===== src/rtl/instr_fetch_pkg.sv =====
// Shared types and constants for the instruction fetch unit.
// Also holds the branch-target table contents.
package instr_fetch_pkg;

    typedef enum logic [1:0] {
        StIdle,
        StRun,
        StDone
    } state_e;

    localparam logic [8:0]  HaltCode = 9'h1FF;
    localparam int unsigned LutDepth = 32;

    // Known table entries that directed tests rely on
    localparam logic [7:0] LutAbsTarget = 8'h40;  // entry 3
    localparam logic [7:0] LutRelOffset = 8'hFC;  // entry 5, -4

    function automatic logic [7:0] lut_value(input logic [4:0] idx);
        logic [7:0] val;
        val = 8'h00;
        case (idx)
            5'd0:    val = 8'h00;
            5'd1:    val = 8'h08;
            5'd2:    val = 8'h23;
            5'd3:    val = LutAbsTarget;
            5'd4:    val = 8'h80;
            5'd5:    val = LutRelOffset;
            5'd6:    val = 8'hF8;
            5'd7:    val = 8'h30;
            default: val = 8'h00;
        endcase
        return val;
    endfunction

endpackage


===== src/rtl/instr_fetch_if.sv =====
// Fetch-unit bus: control from the core, ROM word in, fetch state out.
interface instr_fetch_if;

    logic       start;
    logic [7:0] start_addr;
    logic       stall;
    logic       branch_taken;
    logic [4:0] target_idx;
    logic       jump_rel;
    logic [8:0] mach_code;
    logic [7:0] prog_ctr;
    logic [8:0] instr;
    logic       instr_valid;
    logic       busy;
    logic       done;

    modport master (
        output start, start_addr, stall, branch_taken, target_idx, jump_rel, mach_code,
        input  prog_ctr, instr, instr_valid, busy, done
    );

    modport slave (
        input  start, start_addr, stall, branch_taken, target_idx, jump_rel, mach_code,
        output prog_ctr, instr, instr_valid, busy, done
    );

endinterface


===== src/rtl/pc_lut.sv =====
// Combinational branch-target table; indices past the configured depth read zero.
module pc_lut
    import instr_fetch_pkg::*;
#(
    parameter int unsigned Depth = LutDepth
) (
    input  logic [4:0] target_idx_i,
    output logic [7:0] value_o
);

    always_comb begin
        value_o = 8'h00;
        if (int'(target_idx_i) < Depth) begin
            value_o = lut_value(target_idx_i);
        end
    end

endmodule


===== src/rtl/instr_fetch.sv =====
// Instruction fetch unit: sequential PC with LUT branches, halt detection and stall.
// instr lags prog_ctr by one cycle; a taken branch squashes the fall-through slot.
module instr_fetch
    import instr_fetch_pkg::*;
#(
    parameter logic [8:0]  HALT_CODE = HaltCode,
    parameter int unsigned LUT_DEPTH = LutDepth
) (
    input  logic              Clk,
    input  logic              Reset,
    instr_fetch_if.slave      bus
);

    state_e     state_q, state_d;
    logic [7:0] pc_q, pc_d;
    logic [8:0] instr_q, instr_d;
    logic       valid_q, valid_d;
    logic [7:0] lut_val;

    pc_lut #(
        .Depth (LUT_DEPTH)
    ) u_pc_lut (
        .target_idx_i (bus.target_idx),
        .value_o      (lut_val)
    );

    always_comb begin
        state_d = state_q;
        pc_d    = pc_q;
        instr_d = instr_q;
        valid_d = valid_q;
        unique case (state_q)
            StIdle, StDone: begin
                if (bus.start) begin
                    pc_d    = bus.start_addr;
                    valid_d = 1'b0;
                    state_d = StRun;
                end
            end
            StRun: begin
                if (!bus.stall) begin
                    // Branch wins: a halt word here sits in the squashed slot
                    if (bus.branch_taken) begin
                        pc_d    = bus.jump_rel ? pc_q + lut_val : lut_val;
                        valid_d = 1'b0;
                    end else if (bus.mach_code == HALT_CODE) begin
                        valid_d = 1'b0;
                        state_d = StDone;
                    end else begin
                        instr_d = bus.mach_code;
                        valid_d = 1'b1;
                        pc_d    = pc_q + 8'd1;
                    end
                end
            end
            default: state_d = StIdle;
        endcase
    end

    always_ff @(posedge Clk) begin
        if (Reset) begin
            state_q <= StIdle;
            pc_q    <= 8'h00;
            instr_q <= 9'h000;
            valid_q <= 1'b0;
        end else begin
            state_q <= state_d;
            pc_q    <= pc_d;
            instr_q <= instr_d;
            valid_q <= valid_d;
        end
    end

    assign bus.prog_ctr    = pc_q;
    assign bus.instr       = instr_q;
    assign bus.instr_valid = valid_q;
    assign bus.busy        = (state_q == StRun);
    assign bus.done        = (state_q == StDone);

endmodule


===== src/flat_wrapper.sv =====
// flat-port wrapper written by rule: the top's interface ports become plain ports
module instr_fetch_flat import instr_fetch_pkg::*;
#(
    parameter logic [8:0]  HALT_CODE = HaltCode,
    parameter int unsigned LUT_DEPTH = LutDepth
)
  (Clk, Reset, bus_start, bus_start_addr, bus_stall, bus_branch_taken, bus_target_idx, bus_jump_rel, bus_mach_code, bus_prog_ctr, bus_instr, bus_instr_valid, bus_busy, bus_done);
  instr_fetch_if bus_i ();
  input  logic Clk;
  input  logic Reset;
  input wire logic [$bits(bus_i.start)-1:0] bus_start;
  input wire logic [$bits(bus_i.start_addr)-1:0] bus_start_addr;
  input wire logic [$bits(bus_i.stall)-1:0] bus_stall;
  input wire logic [$bits(bus_i.branch_taken)-1:0] bus_branch_taken;
  input wire logic [$bits(bus_i.target_idx)-1:0] bus_target_idx;
  input wire logic [$bits(bus_i.jump_rel)-1:0] bus_jump_rel;
  input wire logic [$bits(bus_i.mach_code)-1:0] bus_mach_code;
  output wire logic [$bits(bus_i.prog_ctr)-1:0] bus_prog_ctr;
  output wire logic [$bits(bus_i.instr)-1:0] bus_instr;
  output wire logic [$bits(bus_i.instr_valid)-1:0] bus_instr_valid;
  output wire logic [$bits(bus_i.busy)-1:0] bus_busy;
  output wire logic [$bits(bus_i.done)-1:0] bus_done;
  assign bus_i.start = bus_start;
  assign bus_i.start_addr = bus_start_addr;
  assign bus_i.stall = bus_stall;
  assign bus_i.branch_taken = bus_branch_taken;
  assign bus_i.target_idx = bus_target_idx;
  assign bus_i.jump_rel = bus_jump_rel;
  assign bus_i.mach_code = bus_mach_code;
  assign bus_prog_ctr = bus_i.prog_ctr;
  assign bus_instr = bus_i.instr;
  assign bus_instr_valid = bus_i.instr_valid;
  assign bus_busy = bus_i.busy;
  assign bus_done = bus_i.done;
  instr_fetch #(.HALT_CODE(HALT_CODE), .LUT_DEPTH(LUT_DEPTH)) u_core (.Clk(Clk), .Reset(Reset), .bus(bus_i));
endmodule

===== config.mk =====
export PLATFORM = sky130hd
export DESIGN_NAME = instr_fetch_flat
export DESIGN_NICKNAME = d
export VERILOG_FILES = /design/src/rtl/instr_fetch_pkg.sv /design/src/rtl/instr_fetch_if.sv /design/src/rtl/pc_lut.sv /design/src/rtl/instr_fetch.sv /design/src/flat_wrapper.sv
export SDC_FILE = /design/constraint.sdc
export NUM_CORES = 1
export LEC_CHECK = 0
export ABC_AREA = 1
export CAP_MARGIN = 20
export CORE_UTILIZATION = 48
export CTS_CLUSTER_DIAMETER = 200
export CTS_CLUSTER_SIZE = 12
export DETAILED_ROUTE_END_ITERATION = 10
export GPL_TIMING_DRIVEN = 1
export PLACE_DENSITY = 0.88
export SYNTH_ARGS = -nofsm -noshare
export SYNTH_HDL_FRONTEND = slang
export SYNTH_SLANG_ARGS = --single-unit

===== constraint.sdc =====
create_clock -name Clk -period 2.89 [get_ports Clk]
set_input_delay 0.289 -clock Clk [delete_from_list [all_inputs] [get_ports Clk]]
set_output_delay 0.289 -clock Clk [all_outputs]
set_load 0.01 [all_outputs]

==> results of run 1 <==
## synthesized netlist by cell type (all sizes together), types with 3 or more instances
cell type,number,area share [%]
o211ai,3,1.4
ha,12,9.0
nand3,15,5.1
dfxtp,20,24
buf,3,1.8
nand4,4,1.5
o21ai,20,6.0
nand2,63,16
nor3,4,1.5
or2,6,2.3
xor2,6,3.2
inv,38,8.6
a21oi,28,8.6
nor2,24,6.0
## power breakdown
group	switching [mW]	leakage, nW	internal, mW
Sequential	0.0253	0.164	0.294
Clock	0.0874	0.0210	0.0769
Combinational	0.135	0.839	0.126
## sequential cells by signal, indices dropped and copies added (netlist names)
signal	cells
u_core.bus.instr	9
u_core.bus.prog_ctr	8
u_core.state_q	2
u_core.bus.instr_valid	1
## layer usage
| layer | wire, um | GRT usage, % | vias up |
|---|---|---|---|
| met5 | 0 | 0 | - |
| met4 | 108 | 10.7 | 0 |
| met3 | 235 | 3.41 | 11 |
| met2 | 2050 | 45.1 | 65 |
| met1 | 1790 | 29.5 | 798 |
| li1 | - | - | 943 |
## kinds of logic (layout without fill, tap and decap cells)
kind of cell | after synthesis | in the layout | share of synthesized area, %
DFF | 20 | 20 | 24.0
AOI/OAI and AO/OA | 59 | 59 | 19.5
and+or+nand+nor | 117 | 117 | 32.7
buffers and inverters | 44 | 93 | 11.0
xor gates and xnor gates | 7 | 7 | 3.68
adders and majority gates | 12 | 12 | 9.02
## how the worst max path moves through the flow
stage,start,end,depth (start not counted)
after global placement,bus_target_idx[0],u_core.bus.prog_ctr[6],14
after global routing,bus_target_idx[0],u_core.bus.prog_ctr[6],14
after floorplan,bus_target_idx[0],u_core.bus.prog_ctr[6],13
after detailed placement,bus_target_idx[0],u_core.bus.prog_ctr[6],14
after CTS,bus_target_idx[0],u_core.bus.prog_ctr[6],14
final,bus_target_idx[0],u_core.bus.prog_ctr[6],14
## stage by stage
step | util, % | std cells
after floorplan | - | 259
after global placement | 65.2 | 350
after detailed placement | 65.2 | 350
after CTS | 66.3 | 354
after global routing | 66.3 | 354
final | 66.3 | 354
## final cells by class
| cell class | instances | area [um2] | area share (%) |
|---|---|---|---|
| multi-input cells | 195 | 1080 | 48.9 |
| repair buffers | 49 | 485 | 22.0 |
| flip-flops and latches | 20 | 400 | 18.1 |
| inverters | 40 | 150 | 6.79 |
| well taps | 46 | 57.6 | 2.60 |
| clock buffers | 4 | 36.3 | 1.64 |
## tightest hold or removal path: cells and delay by family, from the launching register on
kind / cells / cell delay, ns
flip-flops: 1 / 0.33
AO/OA/AOI/OAI: 1 / 0.05
AND/OR/NAND/NOR: 1 / 0.06
==> results.yml, run 1 <==
drt:
  via_per_inst: 5.13
  drtAntennaViolNets: 0
  wl_per_cell_um: 11.8
  drc: 0
  wirelength_um: 4180
  first_iter_violations: 113
  drtPass1Iterations: 4
  via_count: 1817
timing:
  setup_violations: 0
  hold_slack_ns: 0.480
  maxSlewHeadroom_pct: 67.7
  slew_violations: 0
  rsz0062_at_grt: "no"
  finalHoldViolations: 0
  fmax_mhz: 383
  min_period_ns: 2.61
  finalSetupTns_ns: 0
  period_share_pct: 90.2
  finClkSkew_ns: 0.00486
  final.setup.worst_slack_ns: 0.282
  worst_pin_slew_ns: 0.483
clocking:
  cts-root-buf: "clkbuf_4"
  cts_resized: 0
  path_clk_slew_ns: 0.11
  cts_tree: "built"
  clk_path_buf_depth: 2
  post_cts_buffers: 0
  insertion_delay_ns: 0.30
  cts_hold_buffers: 0
  htree_levels: 1
  numCtsBuffers: 3
  cts_sinks: 20
pwr:
  power_uw: 744
  powerDensity_nw_per_um2: 337
  p_leak_nw: 1.02
  peakVddDrop_mv: 0.239
worst_setup_path:
  path_cells: "clkdlybuf4s50_1 > inv_1 > ha_1 > or2_2 > o211ai_1 > inv_1 > ha_1 > a21o_1 > a21boi_0 > a21oi_1 > o21ai_1 > nand2_1 > nand2_1 > a21oi_2"
  ff2ff_setup_slack_ns: 0.95
  startpoint_type: "input pin"
  r2r-end: "u_core.bus.prog_ctr[3]"
  end_kind: "register"
  max_stage_delay_ns: 0.47
  crit_required_ns: 3.08
  crit_buf_inv: 3
  path_max_fanout: 4
  worstSetupPathType: "input pin to register"
  r2r-start: "u_core.state_q[1]"
  worstPathArrival_ns: 2.80
  critPathSlowestCell: "clkdlybuf4s50_1"
  cp_top_family: "compound AO/OA/AOI/OAI gates"
  reg2reg_depth: 10
floorplanning:
  start_util_pct: 49.9
  fp.dieH_um: 60.9
  rows: 21
  die-area_um2: 3710
  design.core.area_um2: 3340
  die-width_um: 60.9
  io_pins: 48
placed_design:
  globalplace.congestion: 0.967
  hpwl_um: 3360
  port_buffers: 47
  placed_area_um2: 2170
  place_ws_ns: -0.0103
logic_synthesis:
  synth_cell_types: 35
  syn_nets: 299
  synth_flop_cell: "dfxtp_1"
  syn_inst: 259
  synth_edf_count: 0
  ys_ff_latch: 20
  syn_area_um2: 1670
  async_flop_share_pct: 0
  yosysSeqAreaShare_pct: 24.0
  syn_avg_cell_area_um2: 6.43
  yosys_warnings: 0
global_routing:
  grt-ovfl-total: 0
  grt_pass1_vias: 1651
  grt_util_all_layers_pct: 25.0
  grt_max_degree: 13
  antenna_found_initial: 0
  grt_pass1_wl_um: 6910
hold_path:
  min_to: "u_core.bus.instr_valid"
  hold_path_depth: 2
  min_from: "u_core.bus.instr_valid"
  hold_path_class: "register to register"
finish:
  mostFrequentLayoutCells: "nand2_1 (54), clkdlybuf4s50_1 (47), inv_1 (34), a21oi_1 (27), nor2_1 (22)"
  fillers: 312
  stdcell_area_um2: 2210
  areaGrowthSynthToFinish_pct: 32.8
  final_common_cell: "nand2_1"
  drive_gt1_share_pct: 9.74
  nets: 349
  antenna_cells: 0
outcome:
  status: "finished clean"
run:
  maxCapViolations: 0
Note: power is estimated with default switching activity, not from simulation.
==> run 2: changes to the inputs <==
Settings changed: CTS_CLUSTER_DIAMETER 200 to 80, GPL_TIMING_DRIVEN 1 to default, SYNTH_HIERARCHICAL from default to 1.
==> results.yml, run 2 <==
outcome:
  status: "finished clean"
logic_synthesis:
  syn_area_um2: 1650
  yosysSeqAreaShare_pct: 24.2
  ys_ff_latch: 20
  synth_cell_types: 31
  syn_avg_cell_area_um2: 6.12
  yosys.area.top_type: "dfxtp_1"
  yosys_warnings: 6
  syn_nets: 312
  synth_most_common_cell: "nand2_1"
  synth_commonest_cells: "nand2_1 (79), nor2_1 (34), inv_1 (27)"
  synth_top_area_share_pct: 24.2
  async_flop_share_pct: 0
  syn_inst: 270
  synth_flop_cell: "dfxtp_1"
  netlist_top_cells_area: "dfxtp_1 (24%), nand2_1 (18%), ha_1 (9.8%)"
  synth_edf_count: 0
finish:
  nets: 361
  final_common_cell: "nand2_1"
  areaGrowthSynthToFinish_pct: 33.4
  stdcell_area_um2: 2200
  fin_cells: 362
  drive_gt1_share_pct: 8.49
  largest_reg_flops: 9
  antenna_cells: 0
  mostFrequentLayoutCells: "nand2_1 (79), clkdlybuf4s50_1 (47), nor2_1 (34), inv_1 (27), a21oi_1 (24)"
timing:
  min_period_ns: 2.47
  finalSetupTns_ns: 0
  setup_violations: 0
  fmax_mhz: 404
  maxSlewHeadroom_pct: 69.9
  period_share_pct: 85.6
  worst_pin_slew_ns: 0.450
  finClkSkew_ns: 0.00776
  rsz0062_at_grt: "no"
  final.setup.worst_slack_ns: 0.416
  slew_violations: 0
  finalHoldViolations: 0
floorplanning:
  io_pins: 48
  die-width_um: 60.7
  rows: 20
  die-area_um2: 3680
  design.core.area_um2: 3150
  start_util_pct: 52.4
  fp.dieH_um: 60.7
global_routing:
  grt_pass1_vias: 1618
  grt_pass1_wl_um: 6760
  grt-ovfl-total: 0
  antenna_found_initial: 0
  grt_util_all_layers_pct: 24.3
  grt_max_degree: 17
worst_setup_path:
  startpoint: "bus_target_idx[1]"
  path_max_fanout: 5
  r2r-start: "u_core/bus.prog_ctr[0]"
  worstSetupPathType: "input pin to register"
  end_kind: "register"
  startpoint_type: "input pin"
  worstPathArrival_ns: 2.69
  crit_required_ns: 3.10
clocking:
  cts_resized: 0
  cts-root-buf: "clkbuf_4"
  path_clk_slew_ns: 0.12
  clk_path_buf_depth: 2
  post_cts_buffers: 0
  cts_sinks: 20
  cts_hold_buffers: 0
  insertion_delay_ns: 0.31
  numCtsBuffers: 3
  htree_levels: 1
  cts_tree: "built"
drt:
  wirelength_um: 4160
  via_count: 1837
  drc: 0
  drtAntennaViolNets: 0
  drtPass1Iterations: 4
  via_per_inst: 5.07
  first_iter_violations: 120
  wl_per_cell_um: 11.5
hold_path:
  hold_path_class: "register to register"
  min_from: "u_core/bus.instr[1]"
placed_design:
  hpwl_um: 3300
  port_buffers: 47
  globalplace.congestion: 0.865
  placed_area_um2: 2170
  dp_cells: 358
  place_ws_ns: 0.148
pwr:
  powerDensity_nw_per_um2: 334
  peakVddDrop_mv: 0.339
  power_uw: 737
  p_leak_nw: 0.979
run:
  maxCapViolations: 0
==> run 2: cell count changes after synthesis, moves of 3 or more <==
cell / before / now
nand2_1: 54 / 79
nor2_1: 22 / 34
inv_1: 34 / 27
nand3_1: 13 / 20
o21ai_0: 17 / 10
nand2_2: 8 / 2
xor2_1: 6 / 1
a21oi_1: 27 / 24
nor2_2: 1 / 4
nor3_1: 3 / 0
o211ai_1: 3 / 0
or2_2: 5 / 2
xnor2_1: 1 / 4
==> run 2: worst paths after layout <==
check	end	slack, ns	cells after the start
setup / recovery	u_core/bus.prog_ctr[6]	0.42	14
hold / removal	u_core/bus.instr[1]	0.47	2
setup reg to reg	u_core/bus.prog_ctr[6]	0.92	10
hold reg to reg	u_core/bus.instr[1]	0.47	2
==> run 2: cell families after synthesis <==
group                    count (synthesis)  share of synthesized area, %
buffers and inverters                   41                          10.1
adder cells (fa/ha/maj)                 14                          11.1
flip-flops                              20                          24.2
AND/OR/NAND/NOR                        149                          38.5
AO/OA/AOI/OAI                           41                          13.5
XOR/XNOR                                 5                          2.65
==> run 2: area by class of cell <==
type | instances | area [um2]
Tap cell | 44 | 55.1
Multi-Input combinational cell | 209 | 1080
Timing Repair Buffer | 51 | 500
Inverter | 34 | 128
Fill cell | 290 | 948
Sequential cell | 20 | 400
Clock buffer | 4 | 36.3
==> run 2: where the power goes <==
part           switching [mW]  total [mW]  leakage (nW)  internal (mW)
Combinational           0.131       0.254         0.794          0.123
Clock                  0.0900       0.167        0.0210         0.0771
Sequential             0.0230       0.316         0.164          0.293
Total                   0.244       0.737         0.979          0.493
==> run 2: layer usage <==
| layer | track usage, % | up-vias | part of all wire [%] |
|---|---|---|---|
| met5 | 0 | - | 0 |
| met4 | 6.17 | 0 | 0.77 |
| li1 | - | 953 | - |
| met1 | 32.7 | 836 | 48 |
| met3 | 4.69 | 4 | 3.6 |
| met2 | 40.2 | 44 | 48 |
==> run 2: worst max-delay path: stages <==
cell and delay, ns:
clkdlybuf4s50_1 0.56, ha_1 0.17, nand2_1 0.05, nor2_1 0.18
ha_1 0.22, inv_1 0.06, fa_1 0.39, nand3b_1 0.19
nand2_1 0.10, nand3_1 0.10, nand3_1 0.10, nand2_1 0.05
o21ai_0 0.15, a21oi_1 0.08
==> run 2: per-stage QoR <==
step	hold slack [ns]	utilization, %
6_report	0.470	69.9
5_1_grt	0.489	69.9
4_1_cts	0.472	69.9
3_5_place_dp	0.454	68.8
3_3_place_gp	0.449	68.8
2_1_floorplan	0.434	-
